$ cat src/rtl/logic_gates_pkg.sv
// logic_gates_pkg: shared states, vector table and reference results for the gate-unit sweep
package logic_gates_pkg;
  typedef logic [1:0] state_t;
  localparam state_t S_IDLE   = 2'd0;
  localparam state_t S_SETTLE = 2'd1;
  localparam state_t S_SAMPLE = 2'd2;
  localparam state_t S_DONE   = 2'd3;
  localparam int NUM_VEC = 4;
  // {A,B} per vector index, vector 0 in the low pair: v0=00, v1=10, v2=01, v3=11
  localparam logic [2*NUM_VEC-1:0] VEC_AB = 8'b11_01_10_00;
  function automatic logic [1:0] vec_ab(input logic [1:0] v);
    return VEC_AB[2*v +: 2];
  endfunction
  // {and, or, not} a healthy gate unit produces for inputs a, b
  function automatic logic [2:0] exp_gates(input logic a, input logic b);
    return {a & b, a | b, ~a};
  endfunction
endpackage

$ cat src/rtl/dwell_counter.sv
// dwell_counter: loadable down-counter that flags the final settle cycle
module dwell_counter #(
  parameter int W = 8
) (
  input  logic         clk,
  input  logic         rst_n,
  input  logic         load,
  input  logic         en,
  input  logic [W-1:0] load_val,
  output logic         last
);
  logic [W-1:0] count_q, count_d;
  // load beats decrement; the count parks at zero so a stray enable never wraps
  always_comb count_d = load ? load_val : (en && count_q != '0) ? count_q - 1'b1 : count_q;
  // count register
  always_ff @(posedge clk or negedge rst_n)
    if (!rst_n) count_q <= '0;
    else count_q <= count_d;
  assign last = (count_q == W'(1));
endmodule

$ cat src/rtl/logic_gates_sweep_ctrl.sv
// logic_gates_sweep_ctrl: drives a gate unit through all four input vectors and checks its outputs
module logic_gates_sweep_ctrl
  import logic_gates_pkg::*;
#(
  parameter int DWELL   = 4,
  parameter int DWELL_W = 8
) (
  input  logic       iClk,
  input  logic       iRst_n,
  input  logic       iStart,
  input  logic       iAbort,
  output logic       oA,
  output logic       oB,
  input  logic       iAnd,
  input  logic       iOr,
  input  logic       iNot,
  output logic       oBusy,
  output logic       oDone,
  output logic       oPass,
  output logic [2:0] oErrCnt,
  output logic [3:0] oFailMask,
  output logic [1:0] oVec
);
  localparam logic [DWELL_W-1:0] DWELL_V = DWELL_W'(DWELL);
  // with no settle time a vector goes straight to its sample cycle
  localparam state_t S_RUN = (DWELL == 0) ? S_SAMPLE : S_SETTLE;

  state_t     state_q, state_d;
  logic [1:0] vec_q, vec_d;
  logic       a_q, a_d, b_q, b_d;
  logic       busy_q, busy_d, done_q, done_d, pass_q, pass_d;
  logic [2:0] err_q, err_d;
  logic [3:0] mask_q, mask_d;
  logic [1:0] ab_cur;
  logic       miss, cnt_load, cnt_en, cnt_last;

  assign ab_cur = vec_ab(vec_q);
  assign miss   = {iAnd, iOr, iNot} != exp_gates(ab_cur[1], ab_cur[0]);
  assign cnt_en = (state_q == S_SETTLE);

  dwell_counter #(.W(DWELL_W)) u_dwell (
    .clk      (iClk),
    .rst_n    (iRst_n),
    .load     (cnt_load),
    .en       (cnt_en),
    .load_val (DWELL_V),
    .last     (cnt_last)
  );

  // sweep sequencing: start, settle countdown, sample/compare, done pulse, abort
  always_comb begin
    state_d  = state_q;
    vec_d    = vec_q;
    busy_d   = busy_q;
    done_d   = 1'b0;
    pass_d   = pass_q;
    err_d    = err_q;
    mask_d   = mask_q;
    cnt_load = 1'b0;
    if (state_q == S_IDLE) begin
      if (iStart && !iAbort) begin
        state_d  = S_RUN;
        vec_d    = 2'd0;
        busy_d   = 1'b1;
        pass_d   = 1'b0;
        err_d    = 3'd0;
        mask_d   = 4'd0;
        cnt_load = 1'b1;
      end
    end else if (iAbort) begin
      state_d = S_IDLE;
      vec_d   = 2'd0;
      busy_d  = 1'b0;
      pass_d  = 1'b0;
    end else if (state_q == S_SETTLE) begin
      state_d = cnt_last ? S_SAMPLE : S_SETTLE;
    end else if (state_q == S_SAMPLE) begin
      if (miss) begin
        mask_d[vec_q] = 1'b1;
        err_d         = err_q + 3'd1;
      end
      if (vec_q == 2'(NUM_VEC - 1)) begin
        state_d = S_DONE;
        done_d  = 1'b1;
        busy_d  = 1'b0;
        pass_d  = !miss && err_q == 3'd0;
      end else begin
        state_d  = S_RUN;
        vec_d    = vec_q + 2'd1;
        cnt_load = 1'b1;
      end
    end else begin
      state_d = S_IDLE;
      vec_d   = 2'd0;
    end
  end

  // the gate unit only sees a vector while settling or sampling
  always_comb {a_d, b_d} = (state_d == S_SETTLE || state_d == S_SAMPLE) ? vec_ab(vec_d) : 2'b00;

  // all outputs come straight from these registers
  always_ff @(posedge iClk or negedge iRst_n)
    if (!iRst_n) begin
      state_q <= S_IDLE;
      vec_q   <= 2'd0;
      a_q     <= 1'b0;
      b_q     <= 1'b0;
      busy_q  <= 1'b0;
      done_q  <= 1'b0;
      pass_q  <= 1'b0;
      err_q   <= 3'd0;
      mask_q  <= 4'd0;
    end else begin
      state_q <= state_d;
      vec_q   <= vec_d;
      a_q     <= a_d;
      b_q     <= b_d;
      busy_q  <= busy_d;
      done_q  <= done_d;
      pass_q  <= pass_d;
      err_q   <= err_d;
      mask_q  <= mask_d;
    end

  assign oA        = a_q;
  assign oB        = b_q;
  assign oBusy     = busy_q;
  assign oDone     = done_q;
  assign oPass     = pass_q;
  assign oErrCnt   = err_q;
  assign oFailMask = mask_q;
  assign oVec      = vec_q;
endmodule

$ cat config.mk
export PLATFORM = sky130hd
export DESIGN_NAME = logic_gates_sweep_ctrl
export DESIGN_NICKNAME = d
export VERILOG_FILES = /design/src/rtl/logic_gates_pkg.sv /design/src/rtl/dwell_counter.sv /design/src/rtl/logic_gates_sweep_ctrl.sv
export SDC_FILE = /design/constraint.sdc
export NUM_CORES = 1
export LEC_CHECK = 0
export CAP_MARGIN = 20
export CELL_PAD_IN_SITES_DETAIL_PLACEMENT = 1
export CELL_PAD_IN_SITES_GLOBAL_PLACEMENT = 2
export CORE_MARGIN = 2
export CORE_UTILIZATION = 30
export CTS_CLUSTER_DIAMETER = 150
export CTS_CLUSTER_SIZE = 30
export DETAILED_ROUTE_END_ITERATION = 6
export PLACE_DENSITY = 0.82
export SYNTH_ARGS = -nofsm -noshare
export SYNTH_HDL_FRONTEND = slang
export SYNTH_SLANG_ARGS = --single-unit
$ cat constraint.sdc
create_clock -name iClk -period 2 [get_ports iClk]
set_input_delay 0.6 -clock iClk [delete_from_list [all_inputs] [get_ports iClk]]
set_output_delay 0.6 -clock iClk [all_outputs]
set_load 0.02 [all_outputs]
==> tab_implementation.tex, run 1 <==
\begin{tabular}{lr}
\hline
Metric & Value \\
\hline
\multicolumn{2}{l}{\textbf{Floorplanning}} \\
\quad Effective utilization at floorplan & 30.9\% \\
\quad Number of ports placed on the die boundary & 21 \\
\quad Die Y & 70.8 µm \\
\quad Overall die area & 5010 µm² \\
\quad Core region area & 4320 µm² \\
\quad Horizontal die dimension & 70.8 µm \\
\quad Number of rows in the core area & 24 \\
\multicolumn{2}{l}{\textbf{STA}} \\
\quad Final clock skew & 4.36 ps \\
\quad Final worst path period share & 95.9\% \\
\quad Crit path setup slack, layout & 82.5 ps \\
\quad Final setup TNS & 0 ps \\
\quad Number of slew-limit violations in the final report & 0 \\
\quad Total of endpoints with negative setup slack in the final report & 0 \\
\quad Achievable Freq & 0.522 GHz \\
\quad Slew at the pin with the worst max-slew slack & 436 ps \\
\quad Worst slew margin relative to its limit & a little under three quarters \\
\quad Number of failing hold endpoints at the final stage & 0 \\
\quad Unrepaired setup endpoints after global routing & no \\
\quad WHS & 501 ps \\
\quad Min Tclk post-route & 1920 ps \\
\multicolumn{2}{l}{\textbf{Critical path}} \\
\quad Type of the worst setup path & register to primary output \\
\quad Worst Setup End Kind & primary output \\
\quad Biggest fanout along the worst timing path & 5 \\
\quad Data required time at the worst endpoint & 1400 ps \\
\quad Crit-path cells & clkdlybuf4s50\_1 \\
\quad WP buf/inv & 1 \\
\quad Critical path startpoint category & register \\
\quad Stage delay of the slowest cell on the critical path & approximately 630 ps \\
\quad Data arrival time of the critical path & 1320 ps \\
\quad Largest delay contributor family on the critical path & buffers and inverters \\
\quad Standard cell with the maximum stage delay on the critical path & clkdlybuf4s50\_1 \\
\multicolumn{2}{l}{\textbf{Yosys}} \\
\quad Synth cell types & 44 \\
\quad Mean post-synth cell area & 9.62 µm² \\
\quad Leading cell types by total area after synthesis & dfrtp\_1 45\%, mux2i\_1 4.5\%, ha\_1 3.7\% \\
\quad Most common library cells after synthesis & 24 x dfrtp\_1, 13 x nand2\_1, 8 x inv\_1, 8 x o21ai\_0, 7 x nor2\_1 \\
\quad Fraction of the yosys area taken by sequential cells & 44.9\% \\
\quad Async SR Flop Fraction & 100\% \\
\quad Primary FF master, synth & dfrtp\_1 \\
\quad Library cell occupying the most area in the post-synthesis netlist & dfrtp\_1 \\
\quad Count of flip-flops with a built-in enable after synthesis & 0 \\
\quad Number of nets in the synthesized netlist & 150 \\
\quad Most frequent cell after synthesis & dfrtp\_1 \\
\quad Post-synthesis instance area & 1340 µm² \\
\quad Number of standard cells after synthesis & 139 \\
\quad Warnings, synthesis & 0 \\
\quad Top cell type's share of synthesized area & 44.9\% \\
\quad Yosys reg bits & 24 \\
\multicolumn{2}{l}{\textbf{Clock network}} \\
\quad Cell chosen for the clock root & clkbuf\_8 \\
\quad Total setup buffers inserted after CTS & 0 \\
\quad Reg clk slew, reported paths & 90 ps \\
\quad Number of buffers between clock root and the deepest sink & 2 \\
\quad Clock latency on the worst-skew pair & around 260 ps \\
\quad CTS hold repair buffers & 0 \\
\quad Clock tree from TritonCTS & yes \\
\quad Inserted Clock Buffers & 3 \\
\quad Number of H-tree branching levels & 1 \\
\quad Clock sink total & 24 \\
\multicolumn{2}{l}{\textbf{Power}} \\
\quad Power spent charging and discharging nets & 0.491 mW \\
\quad Power Density & 857 nW/µm² \\
\quad VDD IR max & between 300 and 400 µV \\
\quad Logic gate share of total power & 27.6\% \\
\quad Leak Pwr & 0.793 nW \\
\quad Clk pwr share & between 20 and 30\% \\
\quad Final total power & between 1.5 and 2 mW \\
\quad Relative contribution of sequential cells to total power & 44.5\% \\
\quad Internal power & 1.02 mW \\
\quad Switching power share of the total & 32.5\% \\
\multicolumn{2}{l}{\textbf{Min path}} \\
\quad Min-Delay Path Class & register to register \\
\multicolumn{2}{l}{\textbf{Layout}} \\
\quad Post-route non-filler standard cell count & about 220 \\
\quad Number of antenna repair diodes & 0 \\
\quad Nets@finish & around 180 \\
\quad Total area of multi-input combinational cells & 682 µm² \\
\quad Final design instance area without fill & between 1500 and 2000 µm² \\
\quad Sequential cell area in the final layout & about 600 µm² \\
\quad \# fillers & about 500 \\
\quad Area growth, synth to finish & 31.6\% \\
\quad Fraction of layout instances using a drive strength above 1 & between 15 and 20\% \\
\quad Core occupancy in the finished layout & 40.7\% \\
\multicolumn{2}{l}{\textbf{Global route}} \\
\quad All-layer global routing usage & approximately 14\% \\
\quad Number of global-route vias before repair & 1,206 \\
\quad Number of antenna violations at the first check in global routing & 0 \\
\quad Maximum number of pins on one net before global-route repair & 25 \\
\quad Congestion Overflow GR & 0 \\
\quad First-pass GRT wire length & between 5 and 6 mm \\
\multicolumn{2}{l}{\textbf{Routing}} \\
\quad Drt pass-1 iters & 4 \\
\quad Residual DRC count & 0 \\
\quad Average via count per standard cell & roughly 5.2 \\
\quad Overall via count from detail\_route & roughly 1,200 \\
\quad Number of violations reported at the end of detailed-routing iteration 0 & 34 \\
\quad Remaining antenna violation count & 0 \\
\quad Overall routed net length & around 3.3 mm \\
\quad Wire per inst & 14.8 µm \\
\multicolumn{2}{l}{\textbf{Placement}} \\
\quad Post-Place Setup Slack & -473 ps \\
\quad Cell count after placement & 217 \\
\quad Post-detail-place hpwl & approximately 2.5 mm \\
\quad Port Buffer Count & 20 \\
\quad Placer Congestion & 0.757 \\
\quad DP Area & 1670 µm² \\
\multicolumn{2}{l}{\textbf{Run status}} \\
\quad Result of the run & finished clean \\
\multicolumn{2}{l}{\textbf{Run}} \\
\quad Max-cap viol count & 0 \\
\hline
\end{tabular}
power groups by stage:
stage,registers [mW],clock network [mW],logic [mW]
global placement,0.671,0,0.405
detailed placement,0.681,0,0.421
floorplan,0.646,0,0.311
CTS,0.671,0.437,0.426
global route,0.691,0.461,0.479
finish,0.672,0.420,0.417
final timing paths:
| kind | end | slack [ps] | cells past startpoint | startpoint |
|---|---|---|---|---|
| worst max-delay path | oErrCnt[0] | 80 | 1 | oErrCnt[0]$_DFFE_PN0P_ |
| worst min-delay path | oBusy$_DFFE_PN0P_ | 500 | 1 | oBusy$_DFFE_PN0P_ |
| worst max register to register | u_dwell.count_q[5]$_DFFE_PN0P_ | 220 | 4 | u_dwell.count_q[4]$_DFFE_PN0P_ |
| worst min register to register | oBusy$_DFFE_PN0P_ | 500 | 1 | oBusy$_DFFE_PN0P_ |
| max in group asynchronous | u_dwell.count_q[1]$_DFFE_PN0P_ | 1060 | 2 | iRst_n |
| min in group asynchronous | oErrCnt[0]$_DFFE_PN0P_ | 700 | 2 | iRst_n |
cell usage in the layout, fill, tap and decap left out, types with 5 or more instances in the layout:
master           count
dfrtp_1             24
clkdlybuf4s50_1     16
nand2_1             13
buf_4               13
inv_1                8
nor2_1               7
o21ai_0              7
a21oi_1              6
mux2i_1              6
nand2b_1             5
sequential cells by signal (all words and copies together) (netlist names):
register,cells
oB,1
oA,1
oPass,1
oFailMask,4
state_q,2
oBusy,1
oErrCnt,3
oDone,1
u_dwell.count_q,8
oVec,2
repair_timing:
item / in CTS / in global routing
pin swaps: 2 / 0
gates resized for setup: 6 / 3
endpoints found under the setup margin: 7 / 4
cells by family after synthesis:
family,count (synthesis),synth area share (%)
buffers and inverters,16,5.05
AO/OA/AOI/OAI,32,17.0
multiplexers,6,4.49
AND/OR/NAND/NOR,56,24.1
flip-flops,24,44.9
XOR/XNOR,1,0.655
adder cells (fa/ha/maj),4,3.74
final cells by class:
cell class                      instances  area share (%)
Multi-Input combinational cell         99            38.7
Timing Repair Buffer                   34            17.7
Clock buffer                            3            2.35
Sequential cell                        24            34.1
Clock inverter                          1            1.71
Inverter                                8            1.71
Tap cell                               52            3.70
per-layer routing:
metal  GRT usage (%)  up-vias  share of wire [%]
li1                -      560                  -
met1            17.6      576                 43
met2            24.8       17                 53
met3            1.57        4                3.2
met4            3.77        0               0.73
met5               0        -                  0
No activity file was read; power rests on OpenSTA's default activity.
==> run 2: changes to the inputs <==
- CORE_MARGIN: 2 -> unset
==> tab_implementation.tex, run 2 (same netlist as run 1, synthesis figures left out) <==
\begin{tabular}{lr}
\hline
Metric & Value \\
\hline
\multicolumn{2}{l}{\textbf{Layout}} \\
\quad Nets@finish & 182 (was 181) \\
\quad Post-route non-filler standard cell count & 220 (was 221) \\
\quad Number of antenna repair diodes & 0 (unchanged) \\
\quad Leading cell type in the layout, fill and taps excluded & dfrtp\_1 (unchanged) \\
\quad Largest register FFs & 8 (unchanged) \\
\quad Fraction of layout instances using a drive strength above 1 & 15.3\% (was 15.4\%) \\
\quad Final design instance area without fill & 1740 µm² (was 1760 µm²) \\
\quad Most frequent cells in the layout & 24 x dfrtp\_1, 17 x clkdlybuf4s50\_1, 15 x buf\_4, 13 x nand2\_1 (was 24 x dfrtp\_1, 16 x clkdlybuf4s50\_1, 13 x nand2\_1, 13 x buf\_4, 8 x inv\_1) \\
\quad Reg with most FFs & u\_dwell.count\_q (unchanged) \\
\quad Area growth, synth to finish & 29.9\% (was 31.6\%) \\
\multicolumn{2}{l}{\textbf{Clock network}} \\
\quad Number of buffers between clock root and the deepest sink & 2 (unchanged) \\
\quad Number of H-tree branching levels & 1 (unchanged) \\
\quad Clock tree from TritonCTS & yes (unchanged) \\
\quad CTS hold repair buffers & 0 (unchanged) \\
\quad Reg clk slew, reported paths & 90 ps (about the same) \\
\quad Clock latency on the worst-skew pair & 260 ps (about the same) \\
\quad Inserted Clock Buffers & 3 (unchanged) \\
\quad Cell chosen for the clock root & clkbuf\_8 (unchanged) \\
\quad Clock sink total & 24 (unchanged) \\
\multicolumn{2}{l}{\textbf{Critical path}} \\
\quad Data required time at the worst endpoint & 1400 ps (about the same) \\
\quad Logic depth of the worst register-to-register path & 4 (unchanged) \\
\quad Reg-to-reg critical path startpoint & u\_dwell.count\_q[4]\$\_DFFE\_PN0P\_ (unchanged) \\
\quad Stage delay of the slowest cell on the critical path & 650 ps (was 630 ps) \\
\quad Data arrival time of the critical path & 1330 ps (was 1320 ps) \\
\quad Crit-path cells & clkdlybuf4s50\_1 (unchanged) \\
\quad Type of the worst setup path & register to primary output (unchanged) \\
\quad Largest delay contributor family on the critical path & buffers and inverters (unchanged) \\
\quad RR Endpoint & u\_dwell.count\_q[5]\$\_DFFE\_PN0P\_ (unchanged) \\
\quad WP buf/inv & 1 (unchanged) \\
\quad Worst Setup End Kind & primary output (unchanged) \\
\quad Register-to-register path setup slack & 170 ps (was 220 ps) \\
\quad Standard cell with the maximum stage delay on the critical path & clkdlybuf4s50\_1 (unchanged) \\
\quad Biggest fanout along the worst timing path & 5 (unchanged) \\
\quad Critical path startpoint category & register (unchanged) \\
\multicolumn{2}{l}{\textbf{Power}} \\
\quad Logic gate share of total power & 29.6\% (was 27.6\%) \\
\quad Power Density & 824 nW/µm² (was 857 nW/µm²) \\
\quad Switching power share of the total & 35.3\% (was 32.5\%) \\
\quad Relative contribution of sequential cells to total power & 47.1\% (was 44.5\%) \\
\quad Leak Pwr & 0.776 nW (was 0.793 nW) \\
\quad Clk pwr share & 23.4\% (was 27.9\%) \\
\quad VDD IR max & 460 µV (was 395 µV) \\
\quad Internal power & 0.926 mW (was 1.02 mW) \\
\quad Power spent charging and discharging nets & 0.505 mW (was 0.491 mW) \\
\multicolumn{2}{l}{\textbf{Routing}} \\
\quad Overall via count from detail\_route & 1,168 (was 1,157) \\
\quad Drt pass-1 iters & 4 (unchanged) \\
\quad Remaining antenna violation count & 0 (unchanged) \\
\quad Number of violations reported at the end of detailed-routing iteration 0 & 58 (was 34) \\
\quad Overall routed net length & 3.34 mm (was 3.27 mm) \\
\quad Wire per inst & 15.2 µm (was 14.8 µm) \\
\quad Average via count per standard cell & 5.31 (was 5.24) \\
\quad Residual DRC count & 0 (unchanged) \\
\multicolumn{2}{l}{\textbf{Floorplanning}} \\
\quad Core region area & 4140 µm² (was 4320 µm²) \\
\quad Effective utilization at floorplan & 32.3\% (was 30.9\%) \\
\quad Overall die area & 4730 µm² (was 5010 µm²) \\
\quad Number of rows in the core area & 23 (was 24) \\
\quad Horizontal die dimension & 68.8 µm (was 70.8 µm) \\
\quad Die Y & 68.8 µm (was 70.8 µm) \\
\quad Number of ports placed on the die boundary & 21 (unchanged) \\
\multicolumn{2}{l}{\textbf{Global route}} \\
\quad Maximum number of pins on one net before global-route repair & 25 (unchanged) \\
\quad Congestion Overflow GR & 0 (unchanged) \\
\quad Number of antenna violations at the first check in global routing & 0 (unchanged) \\
\quad All-layer global routing usage & 16.3\% (was 13.8\%) \\
\quad Number of global-route vias before repair & 1,263 (was 1,206) \\
\quad First-pass GRT wire length & 5.69 mm (was 5.65 mm) \\
\multicolumn{2}{l}{\textbf{Min path}} \\
\quad Min-Delay Path Class & register to register (unchanged) \\
\quad Hold Path Depth & 2 (was 1) \\
\quad Endpoint of the worst hold-timing path & oFailMask[0]\$\_DFFE\_PN0P\_ (was oBusy\$\_DFFE\_PN0P\_) \\
\quad Hold path startpoint & oFailMask[0]\$\_DFFE\_PN0P\_ (was oBusy\$\_DFFE\_PN0P\_) \\
\multicolumn{2}{l}{\textbf{Run status}} \\
\quad Result of the run & finished clean (unchanged) \\
\multicolumn{2}{l}{\textbf{STA}} \\
\quad Min Tclk post-route & 1930 ps (was 1920 ps) \\
\quad Number of failing hold endpoints at the final stage & 0 (unchanged) \\
\quad Total of endpoints with negative setup slack in the final report & 0 (unchanged) \\
\quad Number of slew-limit violations in the final report & 0 (unchanged) \\
\quad Crit path setup slack, layout & 71.5 ps (was 82.5 ps) \\
\quad Worst slew margin relative to its limit & 68.7\% (was 70.9\%) \\
\quad WHS & 481 ps (was 501 ps) \\
\quad Final worst path period share & 96.4\% (was 95.9\%) \\
\quad Unrepaired setup endpoints after global routing & no (unchanged) \\
\quad Slew at the pin with the worst max-slew slack & 468 ps (was 436 ps) \\
\quad Achievable Freq & 0.519 GHz (was 0.522 GHz) \\
\quad Final clock skew & 2.87 ps (was 4.36 ps) \\
\quad Final setup TNS & 0 ps (unchanged) \\
\multicolumn{2}{l}{\textbf{Placement}} \\
\quad Placer Congestion & 0.827 (was 0.757) \\
\quad DP Area & 1670 µm² (about the same) \\
\quad Post-detail-place hpwl & 2.55 mm (was 2.45 mm) \\
\quad Post-Place Setup Slack & -544 ps (was -473 ps) \\
\quad Port Buffer Count & 20 (unchanged) \\
\quad Cell count after placement & 215 (was 217) \\
\multicolumn{2}{l}{\textbf{Run}} \\
\quad Max-cap viol count & 0 (unchanged) \\
\hline
\end{tabular}
[run 2: cell types whose count changed in the layout (fill, tap and decap cells not counted)]
cell	change
dlymetal6s2s_1	-1
o21ai_1	-1
bufinv_16	-1
o31ai_2	-1
buf_6	-1
clkbuf_8	+1
o21ai_0	+1
buf_4	+2
o31ai_1	+1
clkdlybuf4s50_1	+1
[run 2: power by group through the flow]
stage          Combinational, mW  Sequential, mW  Clock (mW)
3_5_place_dp               0.427           0.681           0
5_1_grt                    0.484           0.690       0.358
3_3_place_gp               0.398           0.669           0
6_report                   0.423           0.674       0.335
2_1_floorplan              0.311           0.646           0
4_1_cts                    0.429           0.671       0.348
[run 2: repair_timing]
item | CTS | global route
setup buffers | 1 | 0
endpoints found under the hold margin | 0 | 0
resized for setup | 3 | 2
pin swaps | 2 | 0
setup endpoints to repair | 7 | 7
[run 2: metrics by stage]
stage	util, %	power (mW)
after floorplan	-	0.957
after global placement	40.2	1.07
after detailed placement	40.2	1.11
after CTS	41.8	1.45
after global routing	41.9	1.53
final	41.9	1.43
[run 2: how the worst max path moves through the flow]
stage,start,to,slack [ps],depth (start not counted)
after global routing,oErrCnt[0]$_DFFE_PN0P_,oErrCnt[0],8,1
after CTS,iAbort,oErrCnt[2]$_DFFE_PN0P_,20,4
after detailed placement,iNot,oErrCnt[2]$_DFFE_PN0P_,-540,5
after global placement,iNot,oErrCnt[2]$_DFFE_PN0P_,-470,5
after floorplan,iNot,oErrCnt[2]$_DFFE_PN0P_,20,5
final,oErrCnt[0]$_DFFE_PN0P_,oErrCnt[0],70,1
[run 2: area by class of cell]
type                       instances  area [µm²]
clock buffer                       4        55.1
fill                             481        2410
inverter                           8        30.0
multi-input combinational         99         677
sequential                        24         601
tap                               50        62.6
timing repair buffer              35         313
[run 2: layer usage]
metal	track usage, %	share of wire (%)	up-vias
met3	2.47	1.8	2
met2	29.3	51	13
met4	4.59	0.69	0
li1	-	-	559
met5	0	0	-
met1	19.9	46	594
[run 2: worst min-delay path, stage by stage, from the launching register on]
cell and delay, ps:
dfrtp_1 350, nand2_1 50, o31ai_1 50
